## config.mk

```make
export PLATFORM = sky130hd
export DESIGN_NAME = frame_sync_controller
export DESIGN_NICKNAME = d
export VERILOG_FILES = /design/src/rtl/frame_sync_controller.sv
export SDC_FILE = /design/constraint.sdc
export NUM_CORES = 1
export LEC_CHECK = 0
export CORE_ASPECT_RATIO = 0.9
export CORE_MARGIN = 3
export CORE_UTILIZATION = 40
export DETAILED_ROUTE_END_ITERATION = 8
export GPL_TIMING_DRIVEN = 0
export HOLD_SLACK_MARGIN = 0.08
export SLEW_MARGIN = 20
export SYNTH_ARGS = -nofsm -noshare
export SYNTH_HDL_FRONTEND = slang
export SYNTH_SLANG_ARGS = --single-unit
```

## constraint.sdc

```tcl
create_clock -name clock -period 3.19 [get_ports clock]
set_clock_uncertainty 0.2 [all_clocks]
set_input_delay 0.319 -clock clock [delete_from_list [all_inputs] [get_ports clock]]
set_output_delay 0.319 -clock clock [all_outputs]
set_load 0.05 [all_outputs]
```

## src/rtl/frame_sync_controller.sv

```systemverilog
// frame_sync_controller: BEP frame sequencer on the decoded Manchester bit stream.
// Hunts a preamble, gates and counts payload bits, closes on length or idle timeout.
//
// Ports:
//   clock              system clock
//   reset              synchronous, active-high reset
//   serial_clock       decoded bit clock (level), bit valid on its 0->1 transition
//   serial_data        decoded bit value, sampled in the serial_clock 0->1 cycle
//   line_activity      high in any cycle with a raw line edge
//   transmission_begin one-cycle pulse, preamble matched, payload starts
//   payload_clock      one-cycle strobe per payload bit
//   payload_data       payload bit, valid with payload_clock
//   bit_index          index of the next payload bit expected
//   frame_active       high while receiving payload
//   frame_done         one-cycle pulse with the last payload bit
//   timeout_error      sticky idle-timeout abort flag
module frame_sync_controller #(
    parameter logic [7:0]  PREAMBLE     = 8'b1010_1011,
    parameter int unsigned PREAMBLE_LEN = 8,
    parameter int unsigned PAYLOAD_BITS = 64,
    parameter int unsigned IDLE_TIMEOUT = 1000
) (
    input  logic       clock,
    input  logic       reset,
    input  logic       serial_clock,
    input  logic       serial_data,
    input  logic       line_activity,
    output logic       transmission_begin,
    output logic       payload_clock,
    output logic       payload_data,
    output logic [7:0] bit_index,
    output logic       frame_active,
    output logic       frame_done,
    output logic       timeout_error
);

    typedef enum logic {
        ST_HUNT,
        ST_PAYLOAD
    } state_t;

    localparam logic [7:0]  PRE_MASK   = 8'((1 << PREAMBLE_LEN) - 1);
    localparam logic [7:0]  PRE_MATCH  = PREAMBLE & PRE_MASK;
    localparam logic [3:0]  FILL_MAX   = 4'(PREAMBLE_LEN);
    localparam logic [7:0]  LAST_INDEX = 8'(PAYLOAD_BITS - 1);
    localparam logic [15:0] IDLE_LIMIT = 16'(IDLE_TIMEOUT);

    state_t      state;
    logic        prev_sclk;
    // Only the last 7 bits need storing; the 8th is the bit arriving now.
    logic [6:0]  shift_hist;
    logic [3:0]  fill_cnt;
    logic [15:0] idle_cnt;

    logic        bit_strobe;
    logic [7:0]  shift_next;
    logic [3:0]  fill_next;
    logic        preamble_hit;
    logic [15:0] idle_next;
    logic        idle_expired;
    logic        last_bit;

    assign bit_strobe = serial_clock & ~prev_sclk;
    assign shift_next = {shift_hist, serial_data};

    assign fill_next = (fill_cnt >= FILL_MAX) ? FILL_MAX
                                              : fill_cnt + 4'd1;

    // Fill check stops a short history padded with reset zeros
    // from matching a preamble whose leading bits are zero.
    assign preamble_hit = ((shift_next & PRE_MASK) == PRE_MATCH)
                          && (fill_next >= FILL_MAX);

    assign idle_next = line_activity        ? 16'd0 :
                       (idle_cnt == 16'hFFFF) ? idle_cnt
                                              : idle_cnt + 16'd1;

    assign idle_expired = (idle_next >= IDLE_LIMIT);
    assign last_bit     = (bit_index == LAST_INDEX);

    always_ff @(posedge clock) begin
        if (reset) begin
            state              <= ST_HUNT;
            prev_sclk          <= 1'b0;
            shift_hist         <= '0;
            fill_cnt           <= '0;
            idle_cnt           <= '0;
            bit_index          <= '0;
            transmission_begin <= 1'b0;
            payload_clock      <= 1'b0;
            payload_data       <= 1'b0;
            frame_active       <= 1'b0;
            frame_done         <= 1'b0;
            timeout_error      <= 1'b0;
        end else begin
            prev_sclk          <= serial_clock;
            transmission_begin <= 1'b0;
            payload_clock      <= 1'b0;
            payload_data       <= 1'b0;
            frame_done         <= 1'b0;

            unique case (state)
                ST_HUNT: begin
                    idle_cnt <= '0;
                    if (bit_strobe) begin
                        if (preamble_hit) begin
                            // The matching bit is consumed, not forwarded.
                            state              <= ST_PAYLOAD;
                            transmission_begin <= 1'b1;
                            frame_active       <= 1'b1;
                            bit_index          <= '0;
                            timeout_error      <= 1'b0;
                            shift_hist         <= '0;
                            fill_cnt           <= '0;
                        end else begin
                            shift_hist <= shift_next[6:0];
                            fill_cnt   <= fill_next;
                        end
                    end
                end

                ST_PAYLOAD: begin
                    if (bit_strobe) begin
                        // A bit arriving wins over a coincident timeout.
                        payload_clock <= 1'b1;
                        payload_data  <= serial_data;
                        idle_cnt      <= '0;
                        if (last_bit) begin
                            state        <= ST_HUNT;
                            frame_done   <= 1'b1;
                            frame_active <= 1'b0;
                            bit_index    <= '0;
                            shift_hist   <= '0;
                            fill_cnt     <= '0;
                        end else begin
                            bit_index <= bit_index + 8'd1;
                        end
                    end else if (idle_expired) begin
                        state         <= ST_HUNT;
                        timeout_error <= 1'b1;
                        frame_active  <= 1'b0;
                        bit_index     <= '0;
                        idle_cnt      <= '0;
                        shift_hist    <= '0;
                        fill_cnt      <= '0;
                    end else begin
                        idle_cnt <= idle_next;
                    end
                end

                default: begin
                    state        <= ST_HUNT;
                    frame_active <= 1'b0;
                    bit_index    <= '0;
                end
            endcase
        end
    end

endmodule

```

==> Yosys cells after proc, flatten, opt, wreduce, memory -nomap -nowiden <==
Cells that the tools add are included.
{ "word_totals": {"regBits": 43, "latch_bits": 0, "mem_bits_rw": 0, "mem_bits_ro": 0, "elab_cells": 82, "memories": 0} }
{ "op_classes": {"n_addsub": 3, "mul": 0, "div": 0, "order_cmp": 3, "eq_ne": 9, "n_shift": 0, "n_mux": 43, "bitwise": 4, "reduce_logical": 8} }
{ "op_table": {"columns": ["cell", "count"], "rows": [
  ["2-to-1 mux 16 bit", 4],
  ["2-to-1 mux 8 bit", 5],
  ["2-to-1 mux 7 bit", 5],
  ["one-hot mux 16 bit (2 select lines)", 1],
  ["2-to-1 mux 4 bit", 6],
  ["adder 16 x 1 -> 16 bit, second input constant", 1],
  ["equality test 16 bit, second input constant", 1],
  ["greater-or-equal comparator 16 x 10 -> 1 bit, second input constant", 1],
  ["2-to-1 mux 1 bit", 16],
  ["one-hot mux 8 bit (2 select lines)", 1],
  ["one-hot mux 7 bit (2 select lines)", 1],
  ["adder 8 x 1 -> 8 bit, second input constant", 1],
  ["equality test 8 x 6 -> 1 bit, second input constant", 1],
  ["equality test 8 bit, second input constant", 1],
  ["greater-or-equal comparator 4 bit, second input constant", 2],
  ["one-hot mux 4 bit (2 select lines)", 1],
  ["AND reduction 4 bit", 2],
  ["!= test 2 bit, second input constant", 3],
  ["one-hot mux 1 bit (2 select lines)", 3],
  ["AND reduction 3 bit", 2],
  ["adder 4 x 1 -> 4 bit, second input constant", 1],
  ["OR reduction 2 bit", 2],
  ["!= test 3 x 1 -> 1 bit, second input constant", 1],
  ["!= test 3 x 2 -> 1 bit, second input constant", 1],
  ["other kinds (5)", 7]
]} }

==> Depth between registers and ports, before layout <==
Gate-level depths: netlist of run 1.
{ "logic_depth": {"ltp_word": 7, "mapped_depth": 9, "ltp_nobuf": 8} }

==> Worst setup path after synthesis of run 1 <==
No wires, ideal clock.
{ "synth_path": {"kind": "register to register", "from": "register bit_index[0]", "to": "register fill_cnt[1]", "setup_ps": 72, "t_arrival_ps": 2392, "required_ps": 2918, "path_slack_ps": 526, "path_stages_with_launch": 9, "path_buffers": 0, "period_less_slack_ps": 2664, "cell_sequence": "dfxtp_1 ha_1 and3_1 nand3_1 or3_1 nand3_1 o21ai_0 nor2_4 mux2i_1"} }
{ "synth_via": {"elab_chain_cells": 3} }
{ "synth_lines": {"columns": ["element", "line_no", "text"], "rows": [
  ["start: declaration", "31", "output logic [7:0] bit_index,"],
  ["start signal: assignment", "136", "bit_index <= bit_index + 8'd1;"],
  ["equality test 8 x 6 -> 1 bit", "79", "assign last_bit = (bit_index == LAST_INDEX);"],
  ["!= test 3 x 2 -> 1 bit (no source line)", null, null],
  ["AND reduction 3 bit (no source line)", null, null],
  ["end signal: assignment", "117", "fill_cnt <= fill_next;"],
  ["end: declaration", "52", "logic [3:0] fill_cnt;"]
]} }
Every way passes these cells.
A chain may end at the register's enable or synchronous reset.

==> Worst setup path in the final report of run 1 <==
{ "layout_path": {"from": "register idle_cnt[0]", "to": "register shift_hist[5]"} }
{ "layout_via": {"elab_chain_cells": 6, "word_cells_on_any_way": 7, "classes_between": "add/sub: 1; order compare: 1; eq/ne: 2; mux: 2; reduce/logical: 1"} }
{ "layout_lines": {"columns": ["element", "line_no", "text"], "rows": [
  ["start: declaration", "53", "logic [15:0] idle_cnt;"],
  ["start signal: assignment", "147", "idle_cnt <= idle_next;"],
  ["adder 16 x 1 -> 16 bit or equality test 16 bit (tied branches)", "76, 75", null],
  ["2-to-1 mux 16 bit (*)", "75", "(idle_cnt == 16'hFFFF) ? idle_cnt"],
  ["2-to-1 mux 16 bit (*)", "74", "assign idle_next = line_activity ? 16'd0 :"],
  ["greater-or-equal comparator 16 x 10 -> 1 bit (*)", "78", "assign idle_expired = (idle_next >= IDLE_LIMIT);"],
  ["!= test 3 x 1 -> 1 bit (no source line) (*)", null, null],
  ["AND reduction 3 bit (no source line) (*)", null, null],
  ["end signal: assignment", "116", "shift_hist <= shift_next[6:0];"],
  ["end: declaration", "51", "logic [6:0] shift_hist;"]
]} }
Every way passes the cells marked *; elsewhere a longest branch is shown, timed or not.

==> reports/qor.csv, run 1 <==
stage,metric,value,unit
status,status,"complete, no violations",
global_route,antenna_found_initial,0,
power_and_ir_drop,leakagePower,0.000850,uW
synth,synthAdderAreaFrac,2.39,%
sta,max_freq,349,MHz
global_route,grt-busiest-layer,met1,
synth,ys.warnings.count,0,
layout,nets,278,
floorplan,start_util,42.3,%
synth,yosys.area_share.simple,31.5,%
sta,rsz0062_at_grt,false,
detailed_routing,firstDrtPassIters,4,
synth,yosysSeqAreaShare,41.1,%
floorplan,io_pins,19,
cts,clockBufferDepth,2,
synth,synth_xor_xnor_area_share,4.18,%
setup_path,rrSetupSlack,0.33,ns
detailed_routing,dr_total_vias,1750,
layout,layout-drive-gt1-share,11.1,%
sta,slew_headroom,54.2,%
global_route,grt.total_usage,15.4,%
min_path,hold_end,shift_hist[5],
sta,setup_ws,0.326,ns
setup_path,critPathKind,reg2reg,
sta,timing.final.crit_share,89.8,%
detailed_routing,drc,0,
job,cap_violations,0,
setup_path,crit_fanout,9,
sta,report.final.slew_viol_count,0,
min_path,worstHoldPathCells,2,
sta,finalHoldViolCount,0,
sta,tightestPinTransition,0.683,ns
cts,cts.reportedPaths.clkPinSlew,0.09,ns
synth,synth_seq_cells,43,
setup_path,setup.worst_path.start,idle_cnt[0],
setup_path,rr_startpoint,idle_cnt[0],
global_route,grt_overflow_total,0,
placed_design,hpwlAfterDp,3.11,mm
floorplan,dieArea,6150,sq um
setup_path,cp.required,3.22,ns
global_route,met2_usage,22.2,%
min_path,holdCritStartpoint,shift_hist[4],
setup_path,r2r_cells,7,
synth,synth-async-reset-ratio,0,%
setup_path,rr_endpoint,shift_hist[5],
global_route,grt_pass1_wl,7.33,mm
cts,cts.sinks,43,
placed_design,place_congestion,0.755,
synth,synth_edf_count,0,
global_route,use_met3,4.19,%
synth,synth_top_family_by_area,simple AND/OR/NAND/NOR gates,
layout,area_growth,18.5,%
floorplan,core-area,4950,sq um
layout,antenna_cells,0,
cts,cts_buffers,5,
cts,cts_tree,yes,
floorplan,rows,24,
sta,finalSetupViolCount,0,
synth,syn_inst,236,
min_path,hp-class,reg2reg,
cts,clk_latency,0.30,ns
sta,fin_tns_setup,0,ns
detailed_routing,post_drt_wl_per_cell,13.2,microns
synth,avgSynthCellArea,8.89,sq um
global_route,grt_start_max_net_pins,14,
detailed_routing,routed_wl,4.42,mm
placed_design,dp_slack,0.194,ns
detailed_routing,drt-initial-drc-count,92,
setup_path,cp-end-kind,flip-flop,
power_and_ir_drop,vdd_ir_drop_max,0.000178,V
floorplan,fp.dieW,82.3,microns
sta,final.min_clock_period,2.86,ns
synth,muxShareOfSynthArea,3.82,%
synth,ys_types,49,
power_and_ir_drop,powerDensity,383,nW/um^2
cts,holdBufCountCts,0,
detailed_routing,ant_nets,0,
setup_path,cp-start-kind,flip-flop,
setup_path,arrival,2.89,ns
floorplan,die_h,74.7,microns
power_and_ir_drop,p_total,952,uW
detailed_routing,viasPerCell,5.22,
global_route,grt_pass1_vias,1542,
global_route,met1_usage,22.4,%
synth,synth_area,2100,sq um
cts,clock-root-buffer,clkbuf_8,
synth,synth_compound_area_share,13.7,%
synth,synth-main-ff-cell,dfxtp_1,
placed_design,port_buffers,18,
cts,cts.htree.levels,2,
per-stage QoR:
step / cells / utilization [%] / area, sq um / hold slack, ns
after floorplan: 241 / - / 2120 / 0.241
after global placement: 324 / 48.0 / 2380 / 0.265
after detailed placement: 324 / 48.0 / 2380 / 0.264
after CTS: 332 / 49.7 / 2460 / 0.284
after global routing: 335 / 50.2 / 2480 / 0.308
final: 335 / 50.2 / 2480 / 0.281
power by group:
| part | internal (uW) | switching (uW) |
|---|---|---|
| logic | 22.6 | 32.1 |
| clock network | 153 | 191 |
| registers | 545 | 7.94 |
worst max path at each step:
stage,end,depth (start not counted)
after floorplan,fill_cnt[1],8
after global placement,shift_hist[3],8
after detailed placement,shift_hist[5],8
after CTS,fill_cnt[1],8
after global routing,fill_cnt[3],8
final,shift_hist[5],7
area by class of cell:
type                       count  area [sq um]
buffer                        10          56.3
clock buffer                   6          72.6
clock inverter                 2          12.5
fill                         505          2470
inverter                       3          11.3
multi-input combinational    185          1190
sequential                    43           861
tap                           65          81.3
timing repair buffer          21           203
placed cells by master (no fill, tap or decap), drive strengths merged, types with 9 or more instances in the layout:
master	netlist	layout
dfxtp	43	43
nor2	34	34
clkdlybuf4s50	0	18
nand2	14	14
nor3	14	14
nand2b	10	10
a21oi	10	10
o21ai	10	10
buf	7	10
xnor2	9	9
clkbuf	3	9
cells by family after synthesis:
logic type / count (synthesis)
compound gates: 41
flops: 43
other cells: 1
buf+inv: 13
simple gates: 116
xor+xnor: 10
fa+ha+maj: 4
mux: 8
routing by layer:
metal  up-vias  wire length [microns]
met4         0                     39
met2        37                   1850
li1        908                      -
met5         -                      0
met1       801                   2310
met3         4                    226
what timing repair did:
| action | in CTS | in global routing |
|---|---|---|
| setup buffers | 0 | 3 |
| setup endpoints to repair | 0 | 7 |
| resized for setup | 0 | 0 |
cell usage after synthesis, types with 4 or more instances:
cell type	number	share of area (%)
mux2i_1	8	3.8
ha_1	4	2.4
nor2_1	33	5.9
nand2b_1	10	3.0
a21oi_1	10	2.4
nor4_1	4	1.2
or3_1	5	1.5
dfxtp_1	43	41
o21ai_0	9	2.1
and3_1	4	1.2
nand2_1	14	2.5
nand3_1	7	1.7
nand4_1	4	1.2
buf_4	4	1.4
nor3_1	13	3.1
xnor2_1	9	3.8
critical path: stages (launching register included):
cell and delay [ns]:
dfxtp_1 0.35, ha_1 0.25, nand2_1 0.17, or4b_2 0.65
a2111oi_4 0.44, nor3_2 0.19, nor2_4 0.33, mux2i_1 0.23
registers in the layout, indices dropped and copies added (netlist names):
| register | flops |
|---|---|
| bit_index | 8 |
| fill_cnt | 4 |
| frame_active | 1 |
| frame_done | 1 |
| idle_cnt | 16 |
| payload_clock | 1 |
| payload_data | 1 |
| prev_sclk | 1 |
| shift_hist | 7 |
| state | 1 |
| timeout_error | 1 |
| transmission_begin | 1 |
(Power assumes the default switching activity.)
==> run 2: changes to the inputs <==
--- a/config.mk
+++ b/config.mk
@@ -11,7 +11,6 @@
 export DETAILED_ROUTE_END_ITERATION = 8
 export GPL_TIMING_DRIVEN = 0
 export HOLD_SLACK_MARGIN = 0.08
-export SLEW_MARGIN = 20
 export SYNTH_ARGS = -nofsm -noshare
 export SYNTH_HDL_FRONTEND = slang
 export SYNTH_SLANG_ARGS = --single-unit
==> results of run 2 <==
No change in the layout: final DEF, timing and power equal those of run 1.
